**config.mk**
```make
export PLATFORM = sky130hd
export DESIGN_NAME = mem_access_ctrl
export DESIGN_NICKNAME = d
export VERILOG_FILES = /design/src/rtl/mem_access_ctrl.sv
export SDC_FILE = /design/constraint.sdc
export NUM_CORES = 1
export LEC_CHECK = 0
export BUFFER_PORTS_ARGS = -buffer_cell sky130_fd_sc_hd__buf_2
export CORE_MARGIN = 4
export CORE_UTILIZATION = 51
export CTS_CLUSTER_SIZE = 30
export DETAILED_ROUTE_END_ITERATION = 10
export GPL_TIMING_DRIVEN = 0
export PLACE_DENSITY = 0.85
export SYNTH_ARGS = -nofsm -noshare
export SYNTH_HDL_FRONTEND = slang
export SYNTH_SLANG_ARGS = --single-unit
```
**constraint.sdc**
```tcl
create_clock -name clk -period 2.9 [get_ports clk]
set_clock_uncertainty 0.15 [all_clocks]
set_input_delay 0.29 -clock clk [delete_from_list [all_inputs] [get_ports clk]]
set_output_delay 0.29 -clock clk [all_outputs]
set_load 0.01 [all_outputs]
```
**src/rtl/mem_access_ctrl.sv**
```systemverilog
// mem_access_ctrl: load/store initiator between the CPU memory stage and the
// word-organised Ram. It turns byte-addressed LB/LBU/LH/LHU/LW/SB/SH/SW
// requests into Ram port cycles, and extracts and extends load data.
// Sub-word stores at a non-zero byte offset use a read-modify-write sequence.
// Illegal, misaligned and out-of-range requests never touch the Ram.
//
// Ports:
//   clk, rst_n                   clock, asynchronous active-low reset
//   req_valid/req_ready          request handshake (ready only in IDLE)
//   req_we, req_size,
//   req_unsigned, req_addr,
//   req_wdata                    request payload, latched on accept
//   resp_valid/resp_ready        response handshake
//   resp_rdata, resp_exc         extended load data, exception code
//   ram_ena, ram_we, ram_switch,
//   ram_addr, ram_wdata          registered Ram controls
//   ram_rdata                    combinational Ram read data
module mem_access_ctrl #(
  parameter int unsigned ADDR_LIMIT = 4096
) (
  input  logic        clk,
  input  logic        rst_n,
  input  logic        req_valid,
  output logic        req_ready,
  input  logic        req_we,
  input  logic [1:0]  req_size,
  input  logic        req_unsigned,
  input  logic [31:0] req_addr,
  input  logic [31:0] req_wdata,
  output logic        resp_valid,
  input  logic        resp_ready,
  output logic [31:0] resp_rdata,
  output logic [1:0]  resp_exc,
  output logic        ram_ena,
  output logic        ram_we,
  output logic [2:0]  ram_switch,
  output logic [31:0] ram_addr,
  output logic [31:0] ram_wdata,
  input  logic [31:0] ram_rdata
);

  localparam int unsigned WORD_W = 32;

  localparam logic [1:0] SZ_BYTE = 2'b00;
  localparam logic [1:0] SZ_HALF = 2'b01;
  localparam logic [1:0] SZ_WORD = 2'b10;
  localparam logic [1:0] SZ_ILL  = 2'b11;

  localparam logic [1:0] EXC_OK       = 2'b00;
  localparam logic [1:0] EXC_MISALIGN = 2'b01;
  localparam logic [1:0] EXC_RANGE    = 2'b10;
  localparam logic [1:0] EXC_ILLEGAL  = 2'b11;

  localparam logic [2:0] SW_BYTE = 3'b100;
  localparam logic [2:0] SW_HALF = 3'b010;
  localparam logic [2:0] SW_WORD = 3'b001;
  localparam logic [2:0] SW_NONE = 3'b000;

  typedef enum logic [1:0] {
    S_IDLE   = 2'b00,
    S_ACCESS = 2'b01,
    S_MERGE  = 2'b10,
    S_RESP   = 2'b11
  } state_t;

  state_t      state;

  // Latched copy of the accepted request
  logic        op_we;
  logic [1:0]  op_size;
  logic        op_uns;
  logic [1:0]  op_off;
  logic        op_rmw;
  logic [15:0] op_wdata;

  logic [1:0]        req_exc_c;
  logic              req_rmw_c;
  logic [2:0]        req_switch_c;
  logic [7:0]        ld_byte_c;
  logic [15:0]       ld_half_c;
  logic [WORD_W-1:0] ld_data_c;
  logic [WORD_W-1:0] merge_c;

  // Request checks in priority order: illegal size, misaligned, out of range
  always_comb begin
    req_exc_c = EXC_OK;
    if (req_size == SZ_ILL) begin
      req_exc_c = EXC_ILLEGAL;
    end else if ((req_size == SZ_HALF && req_addr[0]) ||
                 (req_size == SZ_WORD && req_addr[1:0] != 2'b00)) begin
      req_exc_c = EXC_MISALIGN;
    end else if (req_addr >= 32'(ADDR_LIMIT)) begin
      req_exc_c = EXC_RANGE;
    end
  end

  // Sub-word stores off lane 0 cannot be written directly by the Ram
  assign req_rmw_c = req_we &&
                     ((req_size == SZ_BYTE && req_addr[1:0] != 2'b00) ||
                      (req_size == SZ_HALF && req_addr[1]));

  // Ram lane select for a direct store
  always_comb begin
    case (req_size)
      SZ_BYTE: req_switch_c = SW_BYTE;
      SZ_HALF: req_switch_c = SW_HALF;
      default: req_switch_c = SW_WORD;
    endcase
  end

  // Load extraction and extension from the live Ram word
  always_comb begin
    ld_byte_c = 8'(ram_rdata >> {op_off, 3'b000});
    ld_half_c = 16'(ram_rdata >> {op_off[1], 4'b0000});
    case (op_size)
      SZ_BYTE: ld_data_c = op_uns ? {24'b0, ld_byte_c}
                                  : {{24{ld_byte_c[7]}}, ld_byte_c};
      SZ_HALF: ld_data_c = op_uns ? {16'b0, ld_half_c}
                                  : {{16{ld_half_c[15]}}, ld_half_c};
      default: ld_data_c = ram_rdata;
    endcase
  end

  // Read word with the target lane replaced; only offset-2 halves get here
  always_comb begin
    merge_c = ram_rdata;
    if (op_size == SZ_BYTE) begin
      case (op_off)
        2'd0:    merge_c[7:0]   = op_wdata[7:0];
        2'd1:    merge_c[15:8]  = op_wdata[7:0];
        2'd2:    merge_c[23:16] = op_wdata[7:0];
        default: merge_c[31:24] = op_wdata[7:0];
      endcase
    end else begin
      merge_c[31:16] = op_wdata;
    end
  end

  // Control FSM with all outputs registered
  always_ff @(posedge clk or negedge rst_n) begin
    if (!rst_n) begin
      state      <= S_IDLE;
      req_ready  <= 1'b1;
      resp_valid <= 1'b0;
      resp_rdata <= '0;
      resp_exc   <= EXC_OK;
      ram_ena    <= 1'b0;
      ram_we     <= 1'b0;
      ram_switch <= SW_NONE;
      ram_addr   <= '0;
      ram_wdata  <= '0;
      op_we      <= 1'b0;
      op_size    <= SZ_BYTE;
      op_uns     <= 1'b0;
      op_off     <= 2'b00;
      op_rmw     <= 1'b0;
      op_wdata   <= '0;
    end else begin
      case (state)
        S_IDLE: begin
          if (req_valid) begin
            op_we     <= req_we;
            op_size   <= req_size;
            op_uns    <= req_unsigned;
            op_off    <= req_addr[1:0];
            op_rmw    <= req_rmw_c;
            op_wdata  <= req_wdata[15:0];
            req_ready <= 1'b0;
            if (req_exc_c != EXC_OK) begin
              state      <= S_RESP;
              resp_valid <= 1'b1;
              resp_exc   <= req_exc_c;
              resp_rdata <= '0;
            end else begin
              state    <= S_ACCESS;
              ram_ena  <= 1'b1;
              ram_addr <= {22'b0, req_addr[11:2]};
              if (req_we && !req_rmw_c) begin
                ram_we     <= 1'b1;
                ram_switch <= req_switch_c;
                ram_wdata  <= req_wdata;
              end else begin
                ram_we     <= 1'b0;
                ram_switch <= SW_WORD;
                ram_wdata  <= '0;
              end
            end
          end
        end
        S_ACCESS: begin
          if (op_rmw) begin
            state      <= S_MERGE;
            ram_we     <= 1'b1;
            ram_switch <= SW_WORD;
            ram_wdata  <= merge_c;
          end else begin
            state      <= S_RESP;
            resp_valid <= 1'b1;
            resp_exc   <= EXC_OK;
            resp_rdata <= op_we ? '0 : ld_data_c;
            ram_ena    <= 1'b0;
            ram_we     <= 1'b0;
            ram_switch <= SW_NONE;
            ram_addr   <= '0;
            ram_wdata  <= '0;
          end
        end
        S_MERGE: begin
          state      <= S_RESP;
          resp_valid <= 1'b1;
          resp_exc   <= EXC_OK;
          resp_rdata <= '0;
          ram_ena    <= 1'b0;
          ram_we     <= 1'b0;
          ram_switch <= SW_NONE;
          ram_addr   <= '0;
          ram_wdata  <= '0;
        end
        S_RESP: begin
          if (resp_ready) begin
            state      <= S_IDLE;
            req_ready  <= 1'b1;
            resp_valid <= 1'b0;
            resp_rdata <= '0;
            resp_exc   <= EXC_OK;
          end
        end
        default: begin
          state <= S_IDLE;
        end
      endcase
    end
  end

endmodule

```
==> impl_results.md <==
* Post-detailed-route count of antenna-violating nets at 0
* WL final at 18.7 mm
* Synthesized instance count at roughly 650
* Tot GR Track Use at 0.270
* Postcts setup bufs at 0
* Peak Freq at 0.384 GHz
* Critical path class: reg2reg
* DRT iter0 DRCs at around 450
* CP Capture Type: flip-flop
* Initial antenna violation count at 3
* Crit path DAT at 2.73 ns
* Status: completed
* Distinct cells, synth at 55
* RSZ-0062 raised after global routing: no
* CTS root buffer: clkbuf_16
* Cell Pwr Density at 1040 mW/mm²
* Worst Path Max Fanout at 10
* Reg area at 0.00270 mm²
* WL per Instance at 18.4 µm
* Die Width at about 120 µm
* Relative slew slack at 0.516
* WP buf/inv at 3
* Hold buffer count at CTS at 1
* Initial core utilization at 0.525
* DRC errors left at 0
* Final non-filler cell total at ~1000
* Fin crit period at 2.60 ns
* Buffer depth of the longest clock path at 2
* Yosys warnings at 0
* Cts bufs inserted at 9
* CP peak stage delay at 0.42 ns
* Final setup fails at 0
* Footprint of the multi-input gates at 0.00298 mm²
* Final worst-path cycle share at 0.898
* First-pass GRT wire length at roughly 29 mm
* Slowest cell on the critical path: dfrtp_1
* Die Y at ~120 µm
* Worst setup margin at around 0.3 ns
* Filler cells at just under 1000
* Setup TNS Final at 0 ns
* Peak supply drop at 0.000565 V
* CTS tree: built
* DP Wirelength at 14.4 mm
* Post-synth EDFFs at 0
* Worst Max-Slew Pin Slew at 0.720 ns
* Final Max Slew Viols at 0
* Area growth, synth to finish at 25.0%
* Ports at ~210
* Flop-to-flop setup slack at 0.30 ns
* Mean Syn Cell Area at between 9 and 10 µm²
* TritonRoute pass-1 iters at 5
* Share of cells above drive strength 1 at 0.336
* Worst Hold Class: in2reg
* #FFs+latches synth at approximately 110
* Final instance area at 0.00760 mm²
* Final-report hold violation count at 0
* DP Cell Count at 998
* Die ar. at 0.0137 mm²
* Worst path cell trace: inv_1 -> ha_1 -> and3_1 -> clkbuf_1 -> clkbuf_1 -> o21ai_0 -> a31oi_1 -> a21oi_1 -> a21oi_1
* # rows at 39
* Leak pwr at 0.00357 µW
* Num Clock Sinks at around 110
* Asr flop ratio synth at 1.00
* IO buf count at ~180
* Final Util at 0.657
* CTS clk-pin slew, worst paths at 0.07 ns
* Vias in the first global route at between 5000 and 6000
* Setup crit start kind: flip-flop
* GRT overflow at 0
* Placed Area at between 0.007 and 0.008 mm²
* Delay-heaviest family, CP: compound AO/OA/AOI/OAI gates
* Core footprint at 0.0116 mm²
* Fin nets at 975
* Req. time, crit path at 3.03 ns
* H-tree depth at 3
* Vias per cell at between 5 and 6
* Setup Slack @ Placement at about 0.33 ns
* Synth Cell Area at roughly 0.0061 mm²
* Max-cap violation count at 0
* GP Congestion at about 1
* Worst-skew pair later-pin latency at 0.35 ns
* Sequential element share of the synthesized area at 0.445
* Post-cts repair resize count at 0
* Largest net degree at the start of global routing at between 60 and 70
* Most common flop cell mapped by yosys: dfrtp_1
* Via Count at 5883
[synth_stat cells (10+ instances only)]
cell type	instances	area share
dfrtp_1	107	0.44
nand2_1	72	0.044
a21oi_1	64	0.053
nor2_1	48	0.030
o21ai_0	48	0.040
clkbuf_1	34	0.021
mux2_2	30	0.056
buf_4	22	0.027
a22oi_1	19	0.023
nand3_1	18	0.015
nor2b_1	18	0.019
inv_1	17	0.011
buf_2	14	0.012
o21ai_1	11	0.0091
o31ai_1	11	0.014
a211oi_1	10	0.012
[worst reg2reg max path, cell delays in order (launching register included)]
cell and delay [ns]:
dfrtp_1 0.42, inv_1 0.09, ha_1 0.39, and3_1 0.18, clkbuf_1 0.20, clkbuf_1 0.35, o21ai_0 0.23, a31oi_1 0.29
a21oi_1 0.07, a21oi_1 0.16
[final cells by class]
type / count / share of cell area
diodes: 1 / 0.000329
plain buffers: 75 / 0.0532
clock buffers: 10 / 0.0301
clock inverters: 6 / 0.00939
inverters: 17 / 0.00840
multi-input cells: 470 / 0.393
flip-flops and latches: 108 / 0.356
well taps: 143 / 0.0235
repair buffers: 186 / 0.126
[flip-flops by register name, summed over array words and instances, names as in the netlist]
name        flops
op_off          2
op_rmw          1
op_size         2
op_uns          1
op_wdata       16
op_we           1
ram_addr       10
ram_ena         1
ram_switch      3
ram_wdata      32
ram_we          1
req_ready       1
resp_exc        2
resp_rdata     32
resp_valid      1
state           2
[cell usage in the layout, fill, tap and decap left out, types with 3 or more instances in the layout]
master | Yosys | layout
a221oi_1 | 9 | 9
o21ai_1 | 11 | 11
o2bb2ai_2 | 9 | 9
nor4_1 | 3 | 3
nor4_2 | 3 | 3
o41ai_1 | 5 | 5
mux2_2 | 30 | 30
o31ai_1 | 11 | 11
a21oi_1 | 64 | 64
buf_2 | 14 | 197
clkbuf_16 | 0 | 9
conb_1 | 1 | 22
nand2b_1 | 3 | 3
inv_1 | 17 | 17
nor4_4 | 3 | 3
a32o_1 | 7 | 7
buf_4 | 22 | 23
a211oi_1 | 10 | 10
mux2i_1 | 9 | 9
o21ai_0 | 48 | 48
nor2_1 | 48 | 48
nor2b_1 | 18 | 18
nand2_1 | 72 | 72
buf_6 | 3 | 3
clkbuf_1 | 34 | 35
a31oi_1 | 8 | 8
a22oi_1 | 19 | 19
o22a_1 | 7 | 7
ha_1 | 4 | 4
dfrtp_1 | 107 | 107
nand3_1 | 18 | 18
[routing by layer]
layer | share of wire | track usage | routed length (µm)
met3 | 0.098 | 0.0648 | 1840
met5 | 0.0012 | 0 | 23
met1 | 0.40 | 0.343 | 7420
met4 | 0.026 | 0.0856 | 493
met2 | 0.48 | 0.457 | 8950
[kinds of logic after synthesis]
group	count (synthesis)	share of synthesized area
AOI/OAI and AO/OA	222	0.246
adders and majority gates	4	0.00824
buffers and inverters	92	0.0770
DFF	108	0.445
muxes	40	0.0741
other	1	0.000617
and+or+nand+nor	182	0.149
[metrics by stage]
stage	hold WS (ns)	power (µW)
after floorplan	-0.156	5230
after global placement	0.304	6500
after detailed placement	0.152	6620
after CTS	0.0282	7900
after global routing	0.0330	8490
final	0.0326	7920
[report_power, final]
part           leakage (µW)  total, µW  internal (µW)  switching, µW
sequential          0.00138       2560           2160            394
clock              0.000145       1250            680            575
combinational       0.00205       4110           1560           2550
total               0.00357       7920           4400           3520
[final timing paths]
kind | start | end | cells past startpoint
setup / recovery | state[0]$_DFFE_PN0P_ | ram_wdata[29]$_DFFE_PN0P_ | 9
hold / removal | req_wdata[14] | op_wdata[14]$_DFFE_PN0P_ | 2
setup reg to reg | state[0]$_DFFE_PN0P_ | ram_wdata[29]$_DFFE_PN0P_ | 9
hold reg to reg | resp_valid$_DFFE_PN0P_ | resp_valid$_DFFE_PN0P_ | 2
max in group asynchronous | rst_n | req_ready$_DFFE_PN1P_ | 3
min in group asynchronous | rst_n | ram_wdata[30]$_DFFE_PN0P_ | 2
No activity file was read; power rests on OpenSTA's default activity.
